### src/rtl/st_commit_queue_pkg.sv
// Shared types for the in-order store commit queue: entry layout, AGU/CDB
// packets, the completion broadcast and the write FSM states.
package st_commit_queue_pkg;

  localparam int ST_QUEUE_DEPTH = 8;
  localparam int ST_TAG_W       = $clog2(ST_QUEUE_DEPTH) + 1;
  localparam int BMASK_W        = 4;
  localparam int BR_BIT_W       = $clog2(BMASK_W);

  localparam logic [31:0] WORD_ALIGN_MASK = 32'hFFFF_FFFC;

  typedef struct packed {
    logic [31:0] addr;
    logic [31:0] wdata;
    logic [3:0]  wmask;
  } mem_pkt_t;

  typedef struct packed {
    logic                broadcast;
    logic                br_mispred;
    logic [BR_BIT_W-1:0] br_bit;
  } cdb_pkt_t;

  typedef struct packed {
    logic                st_tag_broadcast;
    logic [ST_TAG_W-1:0] store_tag;
  } st_tag_pkt_t;

  typedef struct packed {
    logic               valid;
    logic               addr_valid;
    logic               committed;
    logic [BMASK_W-1:0] bmask;
    logic [31:0]        addr;
    logic [31:0]        wdata;
    logic [3:0]         wmask;
  } st_entry_t;

  typedef enum logic {ST_IDLE, ST_WRITE} st_fsm_t;

endpackage

### src/rtl/st_commit_queue.sv
// In-order store queue: allocates tags at dispatch, captures AGU results,
// writes committed stores to memory and broadcasts each retired tag.
module st_commit_queue
  import st_commit_queue_pkg::*;
#(
  parameter int QUEUE_DEPTH = ST_QUEUE_DEPTH
) (
  input  logic                clk,
  input  logic                rst_n,
  input  logic                st_alloc_valid,
  input  logic [BMASK_W-1:0]  st_alloc_bmask,
  output logic                st_alloc_ready,
  output logic [ST_TAG_W-1:0] st_alloc_tag,
  output logic [ST_TAG_W-1:0] st_youngest_tag,
  output logic                st_empty,
  input  logic                st_addr_wen,
  input  logic [ST_TAG_W-1:0] st_addr_tag,
  input  mem_pkt_t            st_addr_pkt,
  input  logic                rob_commit_st,
  output logic [31:0]         dmem_addr,
  output logic [3:0]          dmem_wmask,
  output logic [31:0]         dmem_wdata,
  input  logic                dmem_resp,
  input  cdb_pkt_t            cdb_pkt2,
  output st_tag_pkt_t         st_tag_pkt
);

  localparam int IDX_W = $clog2(QUEUE_DEPTH);
  localparam int TAG_W = IDX_W + 1;

  st_entry_t        r_entries [QUEUE_DEPTH];
  logic [TAG_W-1:0] r_head;
  logic [TAG_W-1:0] r_commit;
  logic [TAG_W-1:0] r_tail;
  st_fsm_t          r_state;
  logic [31:0]      r_dmem_addr;
  logic [31:0]      r_dmem_wdata;
  logic [3:0]       r_dmem_wmask;
  st_tag_pkt_t      r_tag_pkt;

  logic [IDX_W-1:0]       w_head_idx;
  logic [IDX_W-1:0]       w_commit_idx;
  logic [IDX_W-1:0]       w_tail_idx;
  logic [IDX_W-1:0]       w_agu_idx;
  logic                   w_empty;
  logic                   w_full;
  logic                   w_mispred;
  logic                   w_correct;
  logic                   w_alloc;
  logic                   w_commit;
  logic                   w_retire;
  logic [BMASK_W-1:0]     w_alloc_bmask;
  logic [QUEUE_DEPTH-1:0] w_victim;
  logic [TAG_W-1:0]       w_live;
  logic [TAG_W-1:0]       w_occupancy;
  logic [TAG_W-1:0]       w_agu_offset;
  logic [TAG_W-1:0]       w_slot;
  logic [TAG_W-1:0]       w_rollback_tail;
  logic                   w_agu_ok;
  st_entry_t              w_head_entry;
  logic                   w_head_committed;
  logic                   w_head_addr_valid;
  logic                   w_issue;
  mem_pkt_t               w_head_pkt;

  assign w_head_idx   = r_head[IDX_W-1:0];
  assign w_commit_idx = r_commit[IDX_W-1:0];
  assign w_tail_idx   = r_tail[IDX_W-1:0];
  assign w_agu_idx    = st_addr_tag[IDX_W-1:0];

  assign w_empty   = (r_head == r_tail);
  assign w_full    = (w_head_idx == w_tail_idx) && (r_head[IDX_W] != r_tail[IDX_W]);
  assign w_mispred = cdb_pkt2.broadcast & cdb_pkt2.br_mispred;
  assign w_correct = cdb_pkt2.broadcast & ~cdb_pkt2.br_mispred;
  assign w_alloc   = st_alloc_valid & st_alloc_ready;
  assign w_commit  = rob_commit_st & (r_commit != r_tail);
  assign w_retire  = (r_state == ST_WRITE) & dmem_resp;

  always_comb begin
    w_alloc_bmask = st_alloc_bmask;
    if (w_correct) w_alloc_bmask[cdb_pkt2.br_bit] = 1'b0;
  end

  always_comb begin
    w_victim = '0;
    for (int i = 0; i < QUEUE_DEPTH; i++) begin
      w_victim[i] = w_mispred & r_entries[i].valid & ~r_entries[i].committed &
                    r_entries[i].bmask[cdb_pkt2.br_bit];
    end
  end

  // Victims are contiguous at the young end, so the oldest one is the new tail.
  assign w_live = r_tail - r_commit;
  always_comb begin
    w_rollback_tail = r_tail;
    w_slot          = '0;
    for (int k = QUEUE_DEPTH - 1; k >= 0; k--) begin
      w_slot = r_commit + TAG_W'(k);
      if ((TAG_W'(k) < w_live) && w_victim[w_slot[IDX_W-1:0]]) w_rollback_tail = w_slot;
    end
  end

  assign w_occupancy  = r_tail - r_head;
  assign w_agu_offset = st_addr_tag - r_head;
  assign w_agu_ok     = st_addr_wen & (w_agu_offset < w_occupancy) &
                        r_entries[w_agu_idx].valid & ~w_victim[w_agu_idx];

  // Same-cycle commit and AGU results are forwarded so the write issues next cycle.
  assign w_head_entry      = r_entries[w_head_idx];
  assign w_head_committed  = w_head_entry.committed | (w_commit & (r_commit == r_head));
  assign w_head_addr_valid = w_head_entry.addr_valid | (w_agu_ok & (w_agu_idx == w_head_idx));
  assign w_issue           = (r_state == ST_IDLE) & ~w_empty & w_head_entry.valid &
                             w_head_committed & w_head_addr_valid;

  always_comb begin
    w_head_pkt = st_addr_pkt;
    if (w_head_entry.addr_valid) begin
      w_head_pkt.addr  = w_head_entry.addr;
      w_head_pkt.wdata = w_head_entry.wdata;
      w_head_pkt.wmask = w_head_entry.wmask;
    end
  end

  always_ff @(posedge clk or negedge rst_n) begin
    if (!rst_n) begin
      for (int i = 0; i < QUEUE_DEPTH; i++) r_entries[i] <= '0;
    end else begin
      for (int i = 0; i < QUEUE_DEPTH; i++) begin
        if (w_victim[i]) r_entries[i].valid <= 1'b0;
        if (w_correct)   r_entries[i].bmask[cdb_pkt2.br_bit] <= 1'b0;
      end
      if (w_commit) r_entries[w_commit_idx].committed <= 1'b1;
      if (w_agu_ok) begin
        r_entries[w_agu_idx].addr       <= st_addr_pkt.addr;
        r_entries[w_agu_idx].wdata      <= st_addr_pkt.wdata;
        r_entries[w_agu_idx].wmask      <= st_addr_pkt.wmask;
        r_entries[w_agu_idx].addr_valid <= 1'b1;
      end
      if (w_alloc) begin
        r_entries[w_tail_idx] <= '{valid: 1'b1, addr_valid: 1'b0, committed: 1'b0,
                                   bmask: w_alloc_bmask, addr: '0, wdata: '0, wmask: '0};
      end
      if (w_retire) r_entries[w_head_idx].valid <= 1'b0;
    end
  end

  always_ff @(posedge clk or negedge rst_n) begin
    if (!rst_n) begin
      r_head   <= '0;
      r_commit <= '0;
      r_tail   <= '0;
    end else begin
      if (w_retire) r_head <= r_head + TAG_W'(1);
      if (w_commit) r_commit <= r_commit + TAG_W'(1);
      if (w_mispred)    r_tail <= w_rollback_tail;
      else if (w_alloc) r_tail <= r_tail + TAG_W'(1);
    end
  end

  // Passing through IDLE after every response limits throughput to one store per two cycles.
  always_ff @(posedge clk or negedge rst_n) begin
    if (!rst_n) begin
      r_state      <= ST_IDLE;
      r_dmem_addr  <= '0;
      r_dmem_wdata <= '0;
      r_dmem_wmask <= '0;
      r_tag_pkt    <= '0;
    end else begin
      r_tag_pkt <= '0;
      case (r_state)
        ST_IDLE: begin
          if (w_issue) begin
            r_state      <= ST_WRITE;
            r_dmem_addr  <= w_head_pkt.addr & WORD_ALIGN_MASK;
            r_dmem_wdata <= w_head_pkt.wdata;
            r_dmem_wmask <= w_head_pkt.wmask;
          end
        end
        ST_WRITE: begin
          if (dmem_resp) begin
            r_state      <= ST_IDLE;
            r_dmem_addr  <= '0;
            r_dmem_wdata <= '0;
            r_dmem_wmask <= '0;
            r_tag_pkt    <= '{st_tag_broadcast: 1'b1, store_tag: r_head};
          end
        end
        default: r_state <= ST_IDLE;
      endcase
    end
  end

  always @(posedge clk) begin
    if (rst_n && rob_commit_st) begin
      assert (r_commit != r_tail) else $error("store commit with no uncommitted store");
    end
  end

  assign st_alloc_ready  = ~w_full & ~w_mispred;
  assign st_alloc_tag    = r_tail;
  assign st_youngest_tag = r_tail - TAG_W'(1);
  assign st_empty        = w_empty;
  assign dmem_addr       = r_dmem_addr;
  assign dmem_wdata      = r_dmem_wdata;
  assign dmem_wmask      = r_dmem_wmask;
  assign st_tag_pkt      = r_tag_pkt;

endmodule

### config.mk
export PLATFORM = sky130hd
export DESIGN_NAME = st_commit_queue
export DESIGN_NICKNAME = d
export VERILOG_FILES = /design/src/rtl/st_commit_queue_pkg.sv /design/src/rtl/st_commit_queue.sv
export SDC_FILE = /design/constraint.sdc
export NUM_CORES = 2
export LEC_CHECK = 0
export BUFFER_PORTS_ARGS = -buffer_cell sky130_fd_sc_hd__buf_2
export CORE_AREA = 2 2 276 278
export CTS_CLUSTER_DIAMETER = 40
export DETAILED_ROUTE_END_ITERATION = 12
export DIE_AREA = 0 0 278 280
export PLACE_DENSITY = 0.67
export SLEW_MARGIN = 20
export SYNTH_ARGS = -nofsm -noshare
export SYNTH_HDL_FRONTEND = slang
export SYNTH_SLANG_ARGS = --single-unit
### constraint.sdc
create_clock -name clk -period 5 [get_ports clk]
set_input_delay 0 -clock clk [delete_from_list [all_inputs] [get_ports clk]]
set_output_delay 0 -clock clk [all_outputs]
set_load 0.05 [all_outputs]
==> impl_metrics.tcl <==
set metrics [dict create \
    p_leak_nw 18.8 \
    max_freq_mhz 228 \
    final_cell_mix "dfrtp_1 (664), nor2_1 (477), mux2i_1 (441)" \
    nFillCells 6486 \
    crit_path_end_kind "flop" \
    stdcell_area_um2 39600 \
    grt_pass1_vias 25600 \
    first_pass_iters 6 \
    insertion_delay_ns 0.67 \
    worst_pin_slew_ns 1.13 \
    path_max_fanout 68 \
    reg2reg_to "dmem_addr[8]" \
    die_area_um2 77800 \
    maxSlewHeadroom_pct 24.5 \
    violations "negative hold slack" \
    finalSetupViolations 0 \
    dp_hpwl_um 54300 \
    r2r-start "st_alloc_tag[0]" \
    post-route-min-period_ns 4.39 \
    yosysWarnings 0 \
    ys_seq_area_share_pct 50.0 \
    post-cts-setup-buffers 0 \
    via_per_inst 5.82 \
    place.gp.congestion 0.894 \
    slew_viol_final 0 \
    ys_ff_latch 668 \
    cp-start-kind "flop" \
    cts_buffer_depth 3 \
    cp_data_arrival_time_ns 4.93 \
    routed_wl_um 98500 \
    finalHoldViolations 23 \
    synth_area_um2 33400 \
    dieWidth_um 278 \
    clock-sinks 668 \
    grt_pass1_wl_um 155000 \
    grt-ovfl-total 0 \
    status "finished, violations left" \
    rsz0062_at_grt "no" \
    netlist-cell-type-count 77 \
    final_core_util_pct 52.7 \
    cp.required_ns 5.53 \
    grt_antenna_before_repair 8 \
    synth_ff_type "dfrtp_1" \
    rrSetupSlack_ns 0.61 \
    cts_tree "yes" \
    final_nets 3371 \
    rows 101 \
    coreArea_um2 75200 \
    io_buffers 164 \
    crit_type "flop to flop" \
    max_cap_viol_count 0 \
    rr_worst_depth 14 \
    synth.avg_cell_area_um2 10.6 \
    routedWlPerCell_um 22.8 \
    syn_to_final_growth_pct 18.7 \
    layout-drive-gt1-share_pct 17.9 \
    peakVddDrop_mv 0.818 \
    drc_errors 0 \
    cts_resized 0 \
    hold-worst-slack_ns -0.0205 \
    skew_ns 0.0465 \
    ctsHoldBuffers 77 \
    start_util_pct 44.4 \
    ios 169 \
    power_density_nw_per_um2 671 \
    drtIter0Drc 2186 \
    holdCritPathClass "primary input to async pin" \
    synth_edf_count 0 \
    die_h_um 280 \
    tns_ns 0 \
    routed-via-count 25200 \
    htreeDepth 3 \
    final_common_cell "dfrtp_1" \
    synthArstFlopShare_pct 100 \
    postPlaceCellArea_um2 35200 \
    path_clk_slew_ns 0.05 \
    cts_buffers 102 \
    synth_cells 3164 \
    grtUsageTotal_pct 25.6 \
    cts-root-buf "clkbuf_16" \
    grt_max_degree 113 \
    min_period_over_period_pct 87.9 \
    ant_nets 0 \
    total_power_mw 26.6 \
]
-- sequential cells by signal (all words and copies together) (netlist names) --
register / count
r_state: 1
dmem_addr: 30
r_commit: 4
dmem_wmask: 4
dmem_wdata: 32
st_alloc_tag: 4
r_head: 4
st_tag_pkt: 5
r_entries: 584
-- where the power goes --
group | leakage, nW | internal (mW) | switching (mW)
Combinational | 8.15 | 4.15 | 6.36
Clock | 1.75 | 4.79 | 2.76
Sequential | 8.87 | 7.35 | 1.19
Total | 18.8 | 16.3 | 10.3
-- cells by family (layout without fill, tap and decap cells) --
group	count (synthesis)	count (layout)	share of synthesized area, %
xor+xnor	28	28	0.734
compound gates	447	447	7.59
other cells	1	5	0.0112
simple gates	1069	1069	13.1
flops	668	668	50.0
buf+inv	335	516	4.29
mux	591	591	23.2
fa+ha+maj	25	25	1.00
-- metal layers --
layer | share of wire [%] | vias to the layer above | wire length [um] | track usage, %
met4 | 2.7 | 10 | 2620 | 8.70
met2 | 48 | 942 | 47100 | 42.0
met3 | 6.6 | 179 | 6510 | 3.89
met1 | 43 | 12900 | 42200 | 34.9
met5 | 0.064 | - | 63 | 0
li1 | - | 11200 | - | -
-- cell usage after synthesis (3+ instances only) --
cell | n | share of area [%]
a211oi_1 | 6 | 0.13
clkbuf_1 | 207 | 2.3
buf_4 | 22 | 0.49
inv_1 | 21 | 0.24
a221oi_1 | 3 | 0.079
xnor2_1 | 20 | 0.52
dfrtp_1 | 668 | 50
nor3b_1 | 4 | 0.090
nand2b_1 | 11 | 0.21
and3_1 | 14 | 0.26
or2_2 | 5 | 0.094
mux2i_1 | 442 | 13
nor2_1 | 485 | 5.5
and2_1 | 3 | 0.056
nand4_1 | 4 | 0.075
o31ai_1 | 31 | 0.70
buf_2 | 41 | 0.61
nand2_1 | 424 | 4.8
a31oi_1 | 9 | 0.17
and4b_1 | 6 | 0.18
buf_1 | 34 | 0.38
nor3_1 | 15 | 0.22
ha_1 | 22 | 0.82
mux4_2 | 146 | 9.8
a21oi_1 | 302 | 4.5
a2bb2oi_1 | 6 | 0.16
o21ai_0 | 50 | 0.75
fa_1 | 3 | 0.18
buf_6 | 3 | 0.10
o21a_1 | 4 | 0.090
clkinv_1 | 4 | 0.045
xor2_1 | 8 | 0.21
nand3_1 | 79 | 1.2
a21o_1 | 6 | 0.13
a311oi_1 | 5 | 0.13
-- critical path: stages (launching register included) --
cell       delay [ns]
dfrtp_1          0.43
inv_1            0.24
ha_1             0.19
inv_1            0.06
fa_1             0.48
inv_1            0.04
ha_1             0.27
a21o_1           0.16
a21o_1           0.17
a221oi_1         0.39
o2111ai_1        0.36
o21ai_0          0.42
nand3_4          0.34
buf_12           0.31
o31ai_1          0.30
-- through the flow --
stage	cells	worst slack, ns
finish	4327	0.607
global route	4326	0.332
CTS	4324	0.657
detailed placement	4057	0.700
global placement	4056	0.725
floorplan	3165	0.774
-- final cells by class --
class / count / area (um2) / share of cell area (%)
inverter: 26 / 97.6 / 0.246
multi-input combinational: 2162 / 15400 / 38.9
tap: 978 / 1220 / 3.09
clock inverter: 64 / 906 / 2.28
sequential: 668 / 16700 / 42.2
clock buffer: 126 / 2790 / 7.05
antenna: 3 / 7.51 / 0.0189
timing repair buffer: 300 / 2460 / 6.20
-- worst max path at each step --
stage / from / to / slack (ns) / depth (start not counted)
after floorplan: r_head[2] / r_entries[70] / 0.77 / 11
final: st_alloc_tag[0] / dmem_addr[8] / 0.61 / 14
after detailed placement: st_alloc_tag[0] / dmem_addr[8] / 0.70 / 14
after global placement: st_alloc_tag[0] / r_entries[245] / 0.73 / 16
after global routing: st_alloc_tag[0] / dmem_addr[8] / 0.33 / 14
after CTS: st_alloc_tag[0] / r_entries[232] / 0.66 / 16
(Power assumes the default switching activity.)
